File: src/rtl/dice_roller.sv
// Roll generator for the two-player dice game: debounces the roll button, animates two
// dice, presents their sum to the rules engine and hands the turn over once it is consumed.
module dice_roller #(
   parameter int DEBOUNCE    = 16,
   parameter int ROLL_CYCLES = 8
) (
   input  logic       clk,
   input  logic       rst,
   input  logic       roll_btn,
   input  logic       en_count,
   input  logic       game_over,
   output logic [4:0] num,
   output logic [3:0] turn,
   output logic [2:0] die1,
   output logic [2:0] die2,
   output logic       busy,
   output logic [7:0] roll_count
);

   localparam int DB_W = (DEBOUNCE > 1) ? $clog2(DEBOUNCE) : 1;
   localparam int RC_W = $clog2(ROLL_CYCLES + 1);
   localparam logic [15:0] LFSR_SEED = 16'hACE1;

   typedef enum logic [2:0] {
      IDLE,
      ROLL,
      SHOW,
      SETTLE,
      NEXT,
      DONE
   } state_t;

   state_t            state;
   logic              btn_s;
   logic              db_level;
   logic              db_prev;
   logic [DB_W-1:0]   db_cnt;
   logic              press;
   logic [RC_W-1:0]   roll_cnt;
   logic [15:0]       lfsr;
   logic              lfsr_fb;
   logic              dice_act;
   logic [2:0]        d1_nxt;
   logic [2:0]        d2_nxt;
   logic [4:0]        sum_nxt;

   function automatic logic [2:0] face_inc(input logic [2:0] f);
      return (f == 3'd6) ? 3'd1 : f + 3'd1;
   endfunction

   function automatic logic [7:0] sat_inc(input logic [7:0] c);
      return (c == 8'hFF) ? c : c + 8'd1;
   endfunction

   // Debounce: a level change is accepted only after DEBOUNCE consecutive mismatching samples
   always_ff @(posedge clk) begin
      if (!rst) begin
         btn_s    <= 1'b0;
         db_level <= 1'b0;
         db_prev  <= 1'b0;
         db_cnt   <= '0;
      end else begin
         btn_s   <= roll_btn;
         db_prev <= db_level;
         if (btn_s == db_level) begin
            db_cnt <= '0;
         end else if (db_cnt == DB_W'(DEBOUNCE - 1)) begin
            db_level <= btn_s;
            db_cnt   <= '0;
         end else begin
            db_cnt <= db_cnt + 1'b1;
         end
      end
   end

   assign press   = db_level & ~db_prev;
   assign lfsr_fb = lfsr[0] ^ lfsr[2] ^ lfsr[3] ^ lfsr[5];

   // The latched sum uses the face values the dice take on the latching edge
   always_comb begin
      dice_act = (state == IDLE) || (state == ROLL);
      d1_nxt   = dice_act ? face_inc(die1) : die1;
      d2_nxt   = (dice_act && lfsr[0]) ? face_inc(die2) : die2;
      sum_nxt  = {2'b00, d1_nxt} + {2'b00, d2_nxt};
   end

   always_ff @(posedge clk) begin
      if (!rst) begin
         state      <= IDLE;
         num        <= 5'd0;
         turn       <= 4'd1;
         die1       <= 3'd1;
         die2       <= 3'd1;
         busy       <= 1'b0;
         roll_count <= 8'd0;
         roll_cnt   <= '0;
         lfsr       <= LFSR_SEED;
      end else begin
         lfsr <= {lfsr_fb, lfsr[15:1]};
         die1 <= d1_nxt;
         die2 <= d2_nxt;
         case (state)
            IDLE: begin
               if (game_over) begin
                  state <= DONE;
               end else if (press && !en_count) begin
                  state    <= ROLL;
                  busy     <= 1'b1;
                  roll_cnt <= RC_W'(ROLL_CYCLES);
               end
            end
            ROLL: begin
               if (game_over) begin
                  state <= DONE;
                  busy  <= 1'b0;
               end else if (roll_cnt == RC_W'(1)) begin
                  num        <= sum_nxt;
                  roll_count <= sat_inc(roll_count);
                  state      <= SHOW;
               end else begin
                  roll_cnt <= roll_cnt - 1'b1;
               end
            end
            SHOW: begin
               if (en_count) state <= SETTLE;
            end
            SETTLE: begin
               busy  <= 1'b0;
               state <= game_over ? DONE : NEXT;
            end
            NEXT: begin
               // num clears on the same edge the turn flips, never leaving a stale sum
               num   <= 5'd0;
               turn  <= (turn == 4'd1) ? 4'd2 : 4'd1;
               state <= IDLE;
            end
            DONE: begin
               busy <= 1'b0;
            end
            default: begin
               state <= IDLE;
               busy  <= 1'b0;
            end
         endcase
      end
   end

endmodule

File: config.mk
export PLATFORM = sky130hd
export DESIGN_NAME = dice_roller
export DESIGN_NICKNAME = d
export VERILOG_FILES = /design/src/rtl/dice_roller.sv
export SDC_FILE = /design/constraint.sdc
export NUM_CORES = 1
export LEC_CHECK = 0
export BUFFER_PORTS_ARGS = -buffer_cell sky130_fd_sc_hd__buf_2
export CORE_ASPECT_RATIO = 2
export CORE_MARGIN = 3
export CORE_UTILIZATION = 45
export CTS_CLUSTER_SIZE = 8
export DETAILED_ROUTE_END_ITERATION = 7
export PLACE_DENSITY = 0.72
export SYNTH_ARGS = -nofsm -noshare
export SYNTH_HDL_FRONTEND = slang
export SYNTH_SLANG_ARGS = --single-unit
File: constraint.sdc
create_clock -name clk -period 2.09 [get_ports clk]
set_input_delay 0.418 -clock clk [delete_from_list [all_inputs] [get_ports clk]]
set_output_delay 0.418 -clock clk [all_outputs]
set_load 0.01 [all_outputs]
Word level (Yosys, flattened, before mapping)
Index checks and enable logic that the tools add are counted.
{ "classes": {"n_addsub": 6, "mux": 24, "bitwise_logic": 11, "reduce_logical": 15, "n_eq_ne": 21} }
{ "op_table": {"columns": ["op", "count"], "rows": [
  ["3-bit 2-to-1 mux", 9],
  ["4-bit 2-to-1 mux", 4],
  ["3-bit one-hot mux with 5 select lines", 1],
  ["3-bit == test (second input constant)", 4],
  ["4-bit AND reduction", 3],
  ["5-bit 2-to-1 mux", 2],
  ["2-bit inequality test (second input constant)", 5],
  ["5-bit one-hot mux with 2 select lines", 1],
  ["8-bit by 1-bit adder with 8-bit output (second input constant)", 1],
  ["4-bit by 1-bit == test with 1-bit output (second input constant)", 2],
  ["8-bit == test (second input constant)", 1],
  ["4-bit one-hot mux with 2 select lines", 1],
  ["1-bit NOT", 7],
  ["3-bit by 1-bit adder with 3-bit output (second input constant)", 2],
  ["3-bit by 2-bit == test with 1-bit output (second input constant)", 2],
  ["3-bit by 2-bit inequality test with 1-bit output (second input constant)", 2],
  ["5-bit AND reduction", 1],
  ["3-bit by 3-bit adder with 4-bit output", 1],
  ["4-bit by 1-bit adder with 4-bit output (second input constant)", 1],
  ["4-bit == test (second input constant)", 1],
  ["1-bit 2-to-1 mux", 4],
  ["2-bit by 1-bit inequality test with 1-bit output (second input constant)", 2],
  ["2-bit nonzero test", 2],
  ["4-bit by 1-bit subtractor with 4-bit output (second input constant)", 1],
  ["other kinds (14)", 17]
]} }
{ "word_totals": {"reg_bits": 54, "output_inout_bits": 24, "word_cells": 90, "inputBits": 5} }

Logic depth before layout (Yosys ltp)
{ "depth": {"ltp_word": 8, "ltp_mapped": 9, "depth_no_buf": 8} }

Worst setup path before layout
OpenSTA, ideal clock, no wires.
{ "synth_path": {"path_kind": "reg2reg", "startpoint": "register state[2]", "endpoint": "register num[1]", "stages_incl_launch_ff": 9, "synth_period_minus_slack_ns": 2.290, "setup_slack_ns": -0.200, "setup_ns": 0.069, "arrival_ns": 2.221, "n_path_buf": 1, "t_required_ns": 2.021, "cell_sequence": "dfxtp_1 -> buf_6 -> or3b_1 -> xnor2_1 -> ha_1 -> inv_1 -> fa_1 -> or4b_1 -> o21ai_1"} }
{ "synth_between": {"elab_chain_len": 8, "elab_cells_between_ends": 15, "classes_between": "1 x add/sub; 4 x eq/ne; 5 x mux; 5 x reduce/logical"} }
{ "synth_rtl": {"columns": ["item", "line_no", "text"], "rows": [
  ["from (decl)", "33", "state_t state;"],
  ["from (signal assigned)", "129", "state <= game_over ? DONE : NEXT;"],
  ["3-bit by 1-bit == test with 1-bit output or 3-bit zero test (tied branches)", "81", "dice_act = (state == IDLE) || (state == ROLL);"],
  ["1-bit logical OR *", "81", null],
  ["1-bit logical AND *", "83", "d2_nxt = (dice_act && lfsr[0]) ? face_inc(die2) : die2;"],
  ["3-bit 2-to-1 mux *", "83", null],
  ["via d2_nxt[0]", "44", "logic [2:0] d2_nxt;"],
  ["3-bit by 3-bit adder with 4-bit output *", "84", "sum_nxt = {2'b00, d1_nxt} + {2'b00, d2_nxt};"],
  ["5-bit 2-to-1 mux *", "116", "end else if (roll_cnt == RC_W'(1)) begin"],
  ["5-bit 2-to-1 mux *", "113", "if (game_over) begin"],
  ["5-bit one-hot mux with 2 select lines *", "102", "case (state)"],
  ["to (signal assigned)", "117", "num <= sum_nxt;"],
  ["to (decl)", "12", "output logic [4:0] num,"]
]} }
The timed path passes the listed nets; every way through them passes the cells marked *. The select of a mux whose other input is x is not followed.
A chain may end at the register's enable or synchronous reset.

Worst setup path in the final report
Ends and elaborated chain as after synthesis.

==> flow_metrics.tcl <==
set metrics [dict create \
    worstSetupStartpointType "flop" \
    result_of_the_run "finished with violations" \
    synth_cells 238 \
    fmax_ghz 0.448 \
    cap_violations 0 \
    switching_share_pct 32.0 \
    cp_max_fo 4 \
    final_layout_size_suffix_gt1_share_pct 22.7 \
    yosys.area_share.simple_pct 24.9 \
    numPlacedInstances 317 \
    clk_root_buffer_cell "clkbuf_8" \
    clock_tree_from_tritoncts "built" \
    worst_voltage_drop_across_the_vdd_grid_uv 614 \
    post_drt_antenna_nets 0 \
    critical_path.reg2reg.startpoint "state[2]" \
    rrSetupSlack_ns -0.14 \
    grt_pass1_vias 1699 \
    proportion_of_synthesized_area_in_mux_cells_pct 3.17 \
    clock_tree.htree_level_count 2 \
    gr-usage-all-layers_pct 15.6 \
    p_int_w 0.00165 \
    total_switching_power_w 0.000774 \
    power.density_nw_per_um2 934 \
    synth_top_family_by_area "simple AND/OR/NAND/NOR gates" \
    drt_first_iter_violations 35 \
    synth.yosys.warnings 0 \
    global_route_wire_length_before_repair_mm 7.47 \
    insertion_delay_to_the_later_sink_of_the_worst_skew_pair_ns 0.30 \
    pin_count 29 \
    r2r_cells 7 \
    timing.final.setup_violations 1 \
    final.min_clock_period_ns 2.23 \
    grt_antenna_before_repair 0 \
    wire_per_inst_um 13.2 \
    tritoncts.num_buffers 5 \
    cts.reportedPaths.clkPinSlew_ns 0.09 \
    worst-path-buf-inv 1 \
    share_comb_of_total_power_pct 29.1 \
    post_synth_fa_ha_maj_area_fraction_pct 4.78 \
    finalClockSkew_ns 0.00582 \
    path_cells "or3b_4 > xnor2_2 > ha_2 > inv_1 > fa_1 > or4b_1 > o21ai_1" \
    insertedDiodeCount 0 \
    synth_edf_count 0 \
    pin_count_of_the_biggest_net_entering_global_routing 33 \
    routed_wl_mm 4.32 \
    dr_total_vias 1734 \
    area_growth_syn_to_layout_pct 15.1 \
    syn_area_per_cell_um2 9.46 \
    synth.cell_area_um2 2250 \
    hold_viol 0 \
    cts_sinks 51 \
    post_dp_cell_area_um2 2460 \
    cpPeakStageDelay_ns 0.48 \
    critical_path_arrival_ns 2.47 \
    post_synth_num_cell_types 50 \
    share_of_the_synthesized_netlist_area_taken_by_xor_and_xnor_gates_pct 4.67 \
    critical_path.endpoint_type "flop" \
    predominant_post_synthesis_flop_cell "dfxtp_1" \
    fp-row-count 35 \
    cp.required_ns 2.33 \
    dp_worst_setup_slack_ns -0.174 \
    clk_path_buf_depth 2 \
    die_width_um 56.0 \
    clkPwrFrac_pct 23.3 \
    timing.rr.end "num[1]" \
    initial_core_util_pct 47.6 \
    die-height_um 106 \
    portion_of_the_post_synthesis_area_used_by_sequential_elements_pct 45.3 \
    count_of_final_max_slew_check_failures 0 \
    critical_path_s_top_delay_family "simple AND/OR/NAND/NOR gates" \
    fin_ws_ns -0.140 \
    ys_ff_latch 51 \
    worst_hold_path.num_cells 2 \
    route.detailed.drc 0 \
    cts_hold_repair.buffers 0 \
    hold_class "input port to flop" \
    globalRouteOverflowTotal 0 \
    fin_cells 328 \
    fillCellCount 456 \
    drtPass1Iterations 4 \
    port_buffers 25 \
    asyncSetResetFlopFracSynth_pct 0 \
    layout.cell_area.non_filler_um2 2590 \
    fp.dieArea_um2 5940 \
    dp_hpwl_mm 3.22 \
    worst_hold_path.endpoint "btn_s" \
    route.detailed.vias_per_inst 5.29 \
    timing.hold.worst.start "roll_btn" \
    setup.worst_path.class "flop to flop" \
    grt_setup_unrepaired "true" \
    synth_compound_area_share_pct 12.0 \
    globalplace.congestion 0.795 \
    min_period_over_period_pct 107 \
    violations "setup timing" \
    slowest_stage "or4b_1" \
    share_seq_of_total_power_pct 47.5 \
    p_leak_nw 1.11 \
    core_footprint_um2 4730 \
    net_total_in_the_final_layout 285 \
    post-layout-total-power_w 0.00242 \
]
power groups by stage:
stage          clock network, W  logic [W]  registers, W
6_report               0.000564   0.000706       0.00115
3_3_place_gp                  0   0.000640       0.00117
2_1_floorplan                 0   0.000462       0.00117
4_1_cts                0.000590   0.000687       0.00115
5_1_grt                0.000628   0.000806       0.00117
3_5_place_dp                  0   0.000665       0.00117
stage by stage:
stage	hold slack, ns	setup TNS (ns)	util [%]
floorplan	0.386	-0.133	-
global placement	0.393	-0.0865	52.0
detailed placement	0.396	-0.174	52.0
CTS	0.311	-0.149	54.2
global route	0.327	-0.201	54.8
finish	0.321	-0.140	54.8
registers in the layout, indices dropped and copies added, names as in the netlist, 2 cells and up:
| name | cells |
|---|---|
| lfsr | 16 |
| roll_count | 8 |
| db_cnt | 4 |
| num | 4 |
| roll_cnt | 4 |
| die1 | 3 |
| die2 | 3 |
| state | 3 |
| turn | 2 |
layer usage:
metal | vias up | global-route usage (%) | share of wire, %
met4 | 0 | 8.32 | 3.7
met5 | - | 0 | 0
li1 | 875 | - | -
met3 | 11 | 2.67 | 3.2
met2 | 32 | 28.6 | 52
met1 | 816 | 16.5 | 41
worst max-delay path by stage:
stage,from,endpoint,slack (ns),cells after the start
after floorplan,state[2],num[1],-0.13,8
after global placement,state[1],num[1],-0.09,7
after detailed placement,state[1],num[1],-0.17,7
after CTS,state[2],num[1],-0.15,7
after global routing,lfsr[0],num[1],-0.20,7
final,state[2],num[1],-0.14,7
kinds of logic (layout without fill, tap and decap cells):
group	Yosys count	count (layout)
DFF	51	51
other	1	3
muxes	7	7
adders and majority gates	8	8
AOI/OAI and AO/OA	42	42
buffers and inverters	22	55
and+or+nand+nor	95	95
xor gates and xnor gates	12	12
cells in the final DEF, fill, tap and decap left out, types with 4 or more instances in the layout:
| master | synthesis | layout |
|---|---|---|
| o21ai_1 | 5 | 7 |
| buf_4 | 4 | 12 |
| a21oi_1 | 15 | 15 |
| nor2_1 | 17 | 17 |
| dfxtp_1 | 51 | 48 |
| inv_1 | 9 | 9 |
| nand3_1 | 9 | 9 |
| o21ai_0 | 8 | 6 |
| and2_1 | 14 | 14 |
| xor2_1 | 9 | 9 |
| buf_2 | 0 | 25 |
| ha_1 | 7 | 5 |
| clkbuf_8 | 0 | 5 |
| or3_1 | 4 | 4 |
| nand2_1 | 16 | 16 |
| nand2b_1 | 8 | 8 |
| mux2i_1 | 6 | 6 |
what timing repair did:
item,4_1_cts,5_1_grt
buffers inserted,1,2
setup endpoints to repair,1,3
pin swaps,1,2
cloned,0,0
resized for setup,3,4
synthesized netlist by cell type, types with 3 or more instances:
| cell | number | area (µm²) |
|---|---|---|
| nand4_1 | 3 | 18.8 |
| nand2_1 | 16 | 60.1 |
| nor2_1 | 17 | 63.8 |
| mux2i_1 | 6 | 60.1 |
| xor2_1 | 9 | 78.8 |
| or3_1 | 4 | 25.0 |
| nand2b_1 | 8 | 50.1 |
| nor2b_1 | 3 | 18.8 |
| xnor2_1 | 3 | 26.3 |
| o21ai_1 | 5 | 25.0 |
| clkbuf_1 | 6 | 22.5 |
| and2_1 | 14 | 87.6 |
| a21oi_1 | 15 | 75.1 |
| nand3_1 | 9 | 45.0 |
| dfxtp_1 | 51 | 1020 |
| inv_1 | 9 | 33.8 |
| a31oi_1 | 3 | 18.8 |
| ha_1 | 7 | 87.6 |
| buf_4 | 4 | 30.0 |
| o21ai_0 | 8 | 40.0 |
final cells by class:
type	count	area, µm²	area share, %
multi-input combinational	167	1160	44.6
sequential	51	1020	39.5
timing repair buffer	37	215	8.30
clock buffer	6	72.6	2.80
tap	55	68.8	2.65
inverter	10	37.5	1.45
clock inverter	2	17.5	0.676
No activity file was read; power rests on OpenSTA's default activity.
